[src/rtl/button_conditioner.sv]
// Three-channel push-button conditioner: 2-flop synchroniser, stability-count debounce, rising-edge pulse.
// Optional AUTOREPEAT_EN macro adds press-and-hold auto-repeat on the increment channel.
module button_conditioner #(
  parameter int STABLE_TICKS = 20,
  parameter int CNT_W        = 8,
  parameter int REPEAT_DELAY = 500,
  parameter int REPEAT_RATE  = 200
) (
  input  logic clock,
  input  logic reset,
  input  logic set,
  input  logic increment,
  input  logic start,
  output logic db_set,
  output logic db_increment,
  output logic db_start,
  output logic p_set,
  output logic p_increment,
  output logic p_start
);

  localparam logic [CNT_W-1:0] LP_LAST = CNT_W'(STABLE_TICKS - 1);

  if (STABLE_TICKS < 2 || STABLE_TICKS > (2**CNT_W) - 1 || REPEAT_DELAY < 1 || REPEAT_RATE < 1)
  begin : g_bad_param
    $error("button_conditioner: illegal parameter value");
  end

  // channel index: 0 = set, 1 = increment, 2 = start
  logic [2:0]       w_raw;
  logic [2:0]       r_sync1;
  logic [2:0]       r_sync2;
  logic [2:0]       r_db;
  logic [2:0]       r_p;
  logic [CNT_W-1:0] r_cnt [3];
  logic [2:0]       w_db_next;
  logic [2:0]       w_rise;
  logic             w_rpt_fire;

  assign w_raw = {start, increment, set};

  always_comb begin
    w_db_next = r_db;
    for (int i = 0; i < 3; i++) begin
      if (r_sync2[i] != r_db[i] && r_cnt[i] == LP_LAST) w_db_next[i] = r_sync2[i];
    end
  end

  assign w_rise = w_db_next & ~r_db;

  always_ff @(posedge clock or negedge reset) begin
    if (!reset) begin
      r_sync1 <= '0;
      r_sync2 <= '0;
      r_db    <= '0;
      r_p     <= '0;
      for (int i = 0; i < 3; i++) r_cnt[i] <= '0;
    end else begin
      r_sync1 <= w_raw;
      r_sync2 <= r_sync1;
      r_db    <= w_db_next;
      r_p     <= {w_rise[2], w_rise[1] | w_rpt_fire, w_rise[0]};
      for (int i = 0; i < 3; i++) begin
        // counter restarts whenever the input agrees with the debounced level
        if (r_sync2[i] == r_db[i] || r_cnt[i] == LP_LAST) r_cnt[i] <= '0;
        else                                              r_cnt[i] <= r_cnt[i] + 1'b1;
      end
    end
  end

`ifdef AUTOREPEAT_EN
  localparam int RPT_MAX = (REPEAT_DELAY > REPEAT_RATE) ? REPEAT_DELAY : REPEAT_RATE;
  localparam int RPT_W   = (RPT_MAX < 2) ? 1 : $clog2(RPT_MAX);
  localparam logic [RPT_W-1:0] LP_DELAY = RPT_W'(REPEAT_DELAY - 1);
  localparam logic [RPT_W-1:0] LP_RATE  = RPT_W'(REPEAT_RATE - 1);

  logic [RPT_W-1:0] r_rpt;

  // suppress a repeat on the edge where the debounced level falls
  assign w_rpt_fire = r_db[1] & w_db_next[1] & (r_rpt == '0);

  always_ff @(posedge clock or negedge reset) begin
    if (!reset) begin
      r_rpt <= '0;
    end else if (!w_db_next[1]) begin
      r_rpt <= '0;
    end else if (w_rise[1]) begin
      r_rpt <= LP_DELAY;
    end else if (r_rpt == '0) begin
      r_rpt <= LP_RATE;
    end else begin
      r_rpt <= r_rpt - 1'b1;
    end
  end
`else
  assign w_rpt_fire = 1'b0;
`endif

  assign db_set       = r_db[0];
  assign db_increment = r_db[1];
  assign db_start     = r_db[2];
  assign p_set        = r_p[0];
  assign p_increment  = r_p[1];
  assign p_start      = r_p[2];

endmodule

[config.mk]
export PLATFORM = sky130hd
export DESIGN_NAME = button_conditioner
export DESIGN_NICKNAME = d
export VERILOG_FILES = /design/src/rtl/button_conditioner.sv
export SDC_FILE = /design/constraint.sdc
export NUM_CORES = 1
export LEC_CHECK = 0
export ABC_AREA = 1
export CORE_MARGIN = 2
export CORE_UTILIZATION = 50
export DETAILED_ROUTE_END_ITERATION = 10
export DONT_BUFFER_PORTS = 1
export HOLD_SLACK_MARGIN = 0.12
export PLACE_DENSITY = 0.65
export SKIP_LAST_GASP = 1
export SLEW_MARGIN = 20
export SYNTH_ARGS = -nofsm -noshare
export SYNTH_HDL_FRONTEND = slang
export SYNTH_SLANG_ARGS = --single-unit
[constraint.sdc]
create_clock -name clock -period 1.9 [get_ports clock]
set_clock_uncertainty 0.1 [all_clocks]
set_input_delay 0.285 -clock clock [delete_from_list [all_inputs] [get_ports clock]]
set_output_delay 0.285 -clock clock [all_outputs]
set_load 0.1 [all_outputs]
==> impl_metrics.py, run 1 <==
metrics = {
    "setup_path": {
        "critPathCaptureType": "output pin",
        "cp.depth": 1,
        "rrSetupSlack_ns": 0.57,
        "critPathSlowestCell": "dfrtp_1",
        "ff2ff_path_depth": 6,
        "critPathMaxFanout": 4,
        "crit_family": "flip-flops",
        "path_cells": "buf_4",
        "critPathBufInv": 1,
        "crit_start": "r_db[0]",
        "cp-start-kind": "flip-flop",
        "path_class": "flip-flop to output pin",
        "r2r-start": "r_cnt[8]",
        "cp_data_arrival_time_ns": 1.07,
        "max_stage_delay_ns": 0.42,
        "required_ns": 1.51,
    },
    "grt": {
        "grt_most_used_layer": "met2",
        "grt_pass1_vias": 1122,
        "gr-usage-all-layers_pct": 16.7,
        "grt_max_degree": 37,
        "overflow": 0,
        "use_met3_pct": 6.63,
        "met1_usage_pct": 20.0,
        "grt_pass1_wl_mm": 4.57,
        "grtUsageMet2_pct": 26.5,
        "grt_antenna_before_repair": 0,
    },
    "power_and_ir_drop": {
        "power_w": 0.00133,
        "p_int_w": 0.00103,
        "vdd_drop_max_mv": 0.545,
        "power_frac_comb_pct": 5.9,
        "p_sw_share_pct": 22.7,
        "power_density_mw_per_mm2": 701,
        "p_switching_w": 0.000303,
        "p_leak_nw": 0.887,
        "p_seq_share_pct": 61.0,
        "pwr-share-clk_pct": 33.1,
    },
    "drt": {
        "avgRoutedWirePerCell_um": 10.4,
        "firstDrtPassIters": 4,
        "wirelength_mm": 2.67,
        "drc": 0,
        "vias": 1212,
        "first_iter_violations": 41,
        "viasPerCell": 4.73,
        "ant_nets": 0,
    },
    "cells_and_area": {
        "fillers": 284,
        "seq_area_um2": 901,
        "multiInputGateArea_um2": 691,
        "fin_cells": 256,
        "n_antenna_cell": 0,
        "drive_gt1_share_pct": 11.0,
        "syn_to_final_growth_pct": 13.6,
        "fin_nets": 221,
    },
    "clock_network": {
        "cts_max_path_buffers": 2,
        "post_cts_buffers": 0,
        "path_clk_slew_ns": 0.09,
        "cts_max_level": 2,
        "clock-sinks": 36,
        "cts-buffers-inserted": 5,
        "root_buffer": "clkbuf_4",
        "insertion_delay_ns": 0.33,
        "cts_tree": "done",
    },
    "worst_hold_path": {
        "min_path_cells": 0,
        "hold_start": "r_sync1[0]",
        "hp-class": "flip-flop to flip-flop",
    },
    "timing": {
        "period_needed_ns": 1.45,
        "setup_viol": 0,
        "slew_headroom_pct": 80.3,
        "hold_viol": 0,
        "max_clock_freq_mhz": 688,
        "worst_pin_slew_ns": 0.296,
        "setup_tns_ns": 0,
        "fin_crit_sh_pct": 76.5,
        "slew_viol_final": 0,
        "rsz0062_at_grt": "no",
    },
    "run_status": {
        "status": "completed",
    },
    "placement": {
        "dp_hpwl_mm": 1.93,
        "dp_cells": 244,
        "place_congestion": 0.791,
        "port_buffers": 0,
    },
    "floorplan": {
        "die_width_um": 61.9,
        "core_mm2": 0.00328,
        "initial_utilization_pct": 51.0,
        "io_pins": 11,
        "die_h_um": 61.9,
        "row_count": 21,
        "die-area_mm2": 0.00383,
    },
    "synth": {
        "netlist_area_mm2": 0.00167,
        "syn_area_per_cell_um2": 8.72,
        "seq_area_frac_synth_pct": 53.8,
        "synthCells": 192,
        "yosys_warnings": 0,
        "yosys.cell_types.count": 15,
        "synth.net_count": 203,
        "ys_ff_latch": 36,
    },
    "run": {
        "max_cap_violations": 0,
    },
}
## synthesized netlist by cell type, drive strengths merged
| cell | instances | area, µm² |
|---|---|---|
| o21bai | 1 | 7.51 |
| inv | 22 | 82.6 |
| nor3 | 6 | 30.0 |
| xnor2 | 3 | 26.3 |
| xor2 | 9 | 78.8 |
| dfrtp | 36 | 901 |
| nand2 | 53 | 231 |
| o21ai | 5 | 25.0 |
| ha | 6 | 75.1 |
| nor2 | 39 | 146 |
| nand3 | 12 | 70.1 |
## layer usage
metal	share of wire (%)	routed length, µm	up-vias
met2	48	1270	13
li1	-	-	624
met3	3.9	104	8
met1	46	1230	567
met5	0	0	-
met4	2.4	63	0
## logic make-up (layout without fill, tap and decap cells)
| group | after synthesis | in the layout | share of synthesized area (%) |
|---|---|---|---|
| compound gates | 6 | 6 | 1.94 |
| xor+xnor | 12 | 12 | 6.28 |
| fa+ha+maj | 6 | 6 | 4.48 |
| buf+inv | 22 | 40 | 4.93 |
| flops | 36 | 36 | 53.8 |
| simple gates | 110 | 110 | 28.6 |
## flip-flops by register name (all words and copies together), names as in the netlist
signal,cells
r_p,3
r_sync2,3
r_db,3
r_cnt,24
r_sync1,3
## power groups by stage
stage | Sequential, W | Clock, W | Combinational (W)
2_1_floorplan | 0.000823 | 0 | 0.0000454
3_3_place_gp | 0.000827 | 0 | 0.0000517
3_5_place_dp | 0.000829 | 0 | 0.0000541
4_1_cts | 0.000814 | 0.000460 | 0.0000811
5_1_grt | 0.000817 | 0.000498 | 0.0000935
6_report | 0.000813 | 0.000441 | 0.0000784
## per-stage QoR
step / instance area [µm²] / util (%) / hold WS, ns / worst slack, ns
2_1_floorplan: 1670 / - / -0.111 / 0.303
3_3_place_gp: 1780 / 54.1 / -0.109 / 0.614
3_5_place_dp: 1780 / 54.1 / -0.109 / 0.588
4_1_cts: 1900 / 57.9 / 0.265 / 0.425
5_1_grt: 1900 / 57.9 / 0.270 / 0.383
6_report: 1900 / 57.9 / 0.262 / 0.447
## worst paths after layout
path                                   end
worst max-delay path                db_set
worst min-delay path            r_sync2[0]
worst max register to register    r_cnt[8]
worst min register to register  r_sync2[0]
max in group asynchronous       r_sync1[0]
min in group asynchronous        r_cnt[11]
## layout make-up
class | count | area share [%]
flip-flops and latches | 36 | 47.4
inverters | 22 | 4.34
repair buffers | 11 | 5.53
well taps | 46 | 3.03
multi-input cells | 134 | 36.3
clock buffers | 7 | 3.42
## layout by cell type (no fill, tap or decap)
master	Yosys	layout
nand3_1	10	10
nand2_2	4	4
o21ai_1	1	1
o21bai_1	1	1
dfrtp_1	36	36
nand2_4	3	3
o21ai_0	4	4
dlygate4sd3_1	0	4
clkbuf_4	0	5
buf_12	0	1
nand2_1	46	46
xor2_1	9	9
nand3_2	2	2
inv_1	22	22
clkbuf_8	0	2
xnor2_1	3	3
buf_4	0	6
ha_1	6	6
nor2_1	39	39
nor3_1	6	6
## worst reg2reg max path, cell delays in order (launching register included)
cell,delay [ns]
dfrtp_1,0.45
ha_1,0.20
nand2_1,0.06
nor2_1,0.13
nand2_2,0.11
nand2_4,0.12
nor2_1,0.05
## what timing repair did
| action | in CTS | in global routing |
|---|---|---|
| resized for setup | 0 | 0 |
| hold buffers | 5 | 0 |
| endpoints found under the hold margin | 39 | 0 |
(Power assumes the default switching activity.)
==> inputs of run 2 (changes only) <==
--- a/config.mk
+++ b/config.mk
@@ -11,7 +11,7 @@
 export DETAILED_ROUTE_END_ITERATION = 10
 export DONT_BUFFER_PORTS = 1
 export HOLD_SLACK_MARGIN = 0.12
-export PLACE_DENSITY = 0.65
+export PLACE_DENSITY = 0.68
 export SKIP_LAST_GASP = 1
 export SLEW_MARGIN = 20
 export SYNTH_ARGS = -nofsm -noshare
==> constraint.sdc (replaced) <==
create_clock -name clock -period 1.2 [get_ports clock]
set_clock_uncertainty 0.1 [all_clocks]
set_input_delay 0.18 -clock clock [delete_from_list [all_inputs] [get_ports clock]]
set_output_delay 0.18 -clock clock [all_outputs]
set_load 0.1 [all_outputs]
==> impl_metrics.py, run 2 (synthesis gave the netlist of run 1 again) <==
metrics = {
    "timing": {
        "worst_pin_slew_ns": 0.259,
        "hold_viol": 0,
        "rsz0062_at_grt": "yes",
        "slew_viol_final": 0,
        "setup_viol": 32,
        "fin_crit_sh_pct": 109,
        "max_clock_freq_mhz": 765,
        "slew_headroom_pct": 82.6,
        "layout_setup_ws_ns": -0.107,
        "period_needed_ns": 1.31,
    },
    "power_and_ir_drop": {
        "power_density_mw_per_mm2": 1080,
        "vdd_drop_max_mv": 1.01,
        "p_int_w": 0.00190,
        "p_switching_w": 0.000538,
        "p_seq_share_pct": 52.5,
        "power_frac_comb_pct": 8.4,
        "pwr-share-clk_pct": 39.1,
        "p_sw_share_pct": 22.1,
        "p_leak_nw": 1.01,
    },
    "cells_and_area": {
        "n_antenna_cell": 0,
        "layout.cells.most_common": "nand2_1",
        "drive_gt1_share_pct": 30.2,
        "top_register": "r_cnt",
        "fin_cells": 278,
        "fin_nets": 242,
        "fillers": 246,
        "syn_to_final_growth_pct": 34.5,
        "largest_reg_flops": 24,
        "layout_common_cells": "nand2_1 (44), dfrtp_1 (33), nor2_1 (27)",
    },
    "run_status": {
        "violations": "negative setup slack",
        "status": "finished with violations",
    },
    "setup_path": {
        "path_cells": "buf_12",
        "cp-start-kind": "flip-flop",
        "required_ns": 0.92,
        "max_stage_delay_ns": 0.51,
        "critPathCaptureType": "output pin",
        "crit_family": "flip-flops",
        "critPathSlowestCell": "dfrtp_4",
        "cp_data_arrival_time_ns": 1.03,
        "critPathBufInv": 1,
        "path_class": "flip-flop to output pin",
        "critPathMaxFanout": 2,
    },
    "clock_network": {
        "cts_tree": "done",
        "path_clk_slew_ns": 0.11,
        "cts_max_level": 2,
        "cts_max_path_buffers": 2,
        "root_buffer": "clkbuf_4",
        "clock-sinks": 36,
        "cts-buffers-inserted": 5,
        "insertion_delay_ns": 0.34,
    },
    "grt": {
        "gr-usage-all-layers_pct": 20.0,
        "grt_max_degree": 37,
        "grt_pass1_vias": 1292,
        "grt_antenna_before_repair": 0,
        "overflow": 0,
        "grt_pass1_wl_mm": 5.44,
    },
    "drt": {
        "first_iter_violations": 53,
        "vias": 1334,
        "firstDrtPassIters": 4,
        "avgRoutedWirePerCell_um": 12.0,
        "viasPerCell": 4.80,
        "drc": 0,
        "wirelength_mm": 3.35,
        "ant_nets": 0,
    },
    "placement": {
        "place_congestion": 0.714,
        "dp_cells": 258,
        "pre_cts_slack_ns": -0.106,
        "dp_hpwl_mm": 2.20,
        "port_buffers": 0,
    },
    "floorplan": {
        "initial_utilization_pct": 51.0,
        "die_width_um": 61.9,
        "die-area_mm2": 0.00383,
        "core_mm2": 0.00328,
        "die_h_um": 61.9,
        "row_count": 21,
        "io_pins": 11,
    },
    "run": {
        "max_cap_violations": 0,
    },
    "worst_hold_path": {
        "hp-class": "input port to asynchronous set/reset pin",
    },
}
## run 2: metrics by stage
step | setup TNS [ns] | area [µm²] | power [W] | utilization [%] | hold WS [ns]
3_5_place_dp | -1.53 | 1950 | 0.00144 | 59.5 | -0.215
2_1_floorplan | 0 | 1710 | 0.00138 | - | -0.216
4_1_cts | -2.15 | 2220 | 0.00244 | 67.7 | 0.206
6_report | -1.61 | 2250 | 0.00244 | 68.5 | 0.201
3_3_place_gp | -0.546 | 1950 | 0.00143 | 59.5 | -0.215
5_1_grt | -4.28 | 2250 | 0.00254 | 68.5 | 0.193
## run 2: layout make-up
type                       count  area, µm²  area share, %
tap                           46       57.6           2.56
inverter                      22       82.6           3.67
timing repair buffer          32        338           15.0
multi-input combinational    134        766           34.0
sequential                    36        912           40.5
clock inverter                 1       30.0           1.33
clock buffer                   7       65.1           2.89
## run 2: final timing paths
path                       startpoint           end  slack, ns  cells after the start
max reg2reg                  r_cnt[8]     r_cnt[15]      -0.08                      8
min reg2reg                r_sync1[0]    r_sync2[0]       0.26                      0
max in group asynchronous       reset       r_db[2]       0.58                      2
max                           r_db[1]  db_increment      -0.11                      1
min                             reset     r_cnt[23]       0.20                      2
min in group clock         r_sync1[0]    r_sync2[0]       0.26                      0
## run 2: routing by layer
| metal | vias to the layer above | track usage [%] | part of all wire, % |
|---|---|---|---|
| met5 | - | 0 | 0 |
| met4 | 0 | 8.81 | 1.5 |
| met3 | 6 | 7.45 | 4.2 |
| met2 | 27 | 34.1 | 54 |
| met1 | 642 | 22.5 | 41 |
| li1 | 659 | - | - |
## run 2: power by group through the flow
stage,sequential [W],clock (W),combinational (W)
after global routing,0.00128,0.00102,0.000229
final,0.00128,0.000954,0.000205
after floorplan,0.00131,0,0.0000738
after detailed placement,0.00130,0,0.000136
after CTS,0.00128,0.000971,0.000194
after global placement,0.00130,0,0.000130
## run 2: what timing repair did
action	4_1_cts	5_1_grt
buffers inserted	6	1
setup endpoints to repair	36	36
hold endpoints to repair	39	0
hold buffers	5	0
pin swaps	20	8
gates cloned	0	0
gates resized for setup	22	8
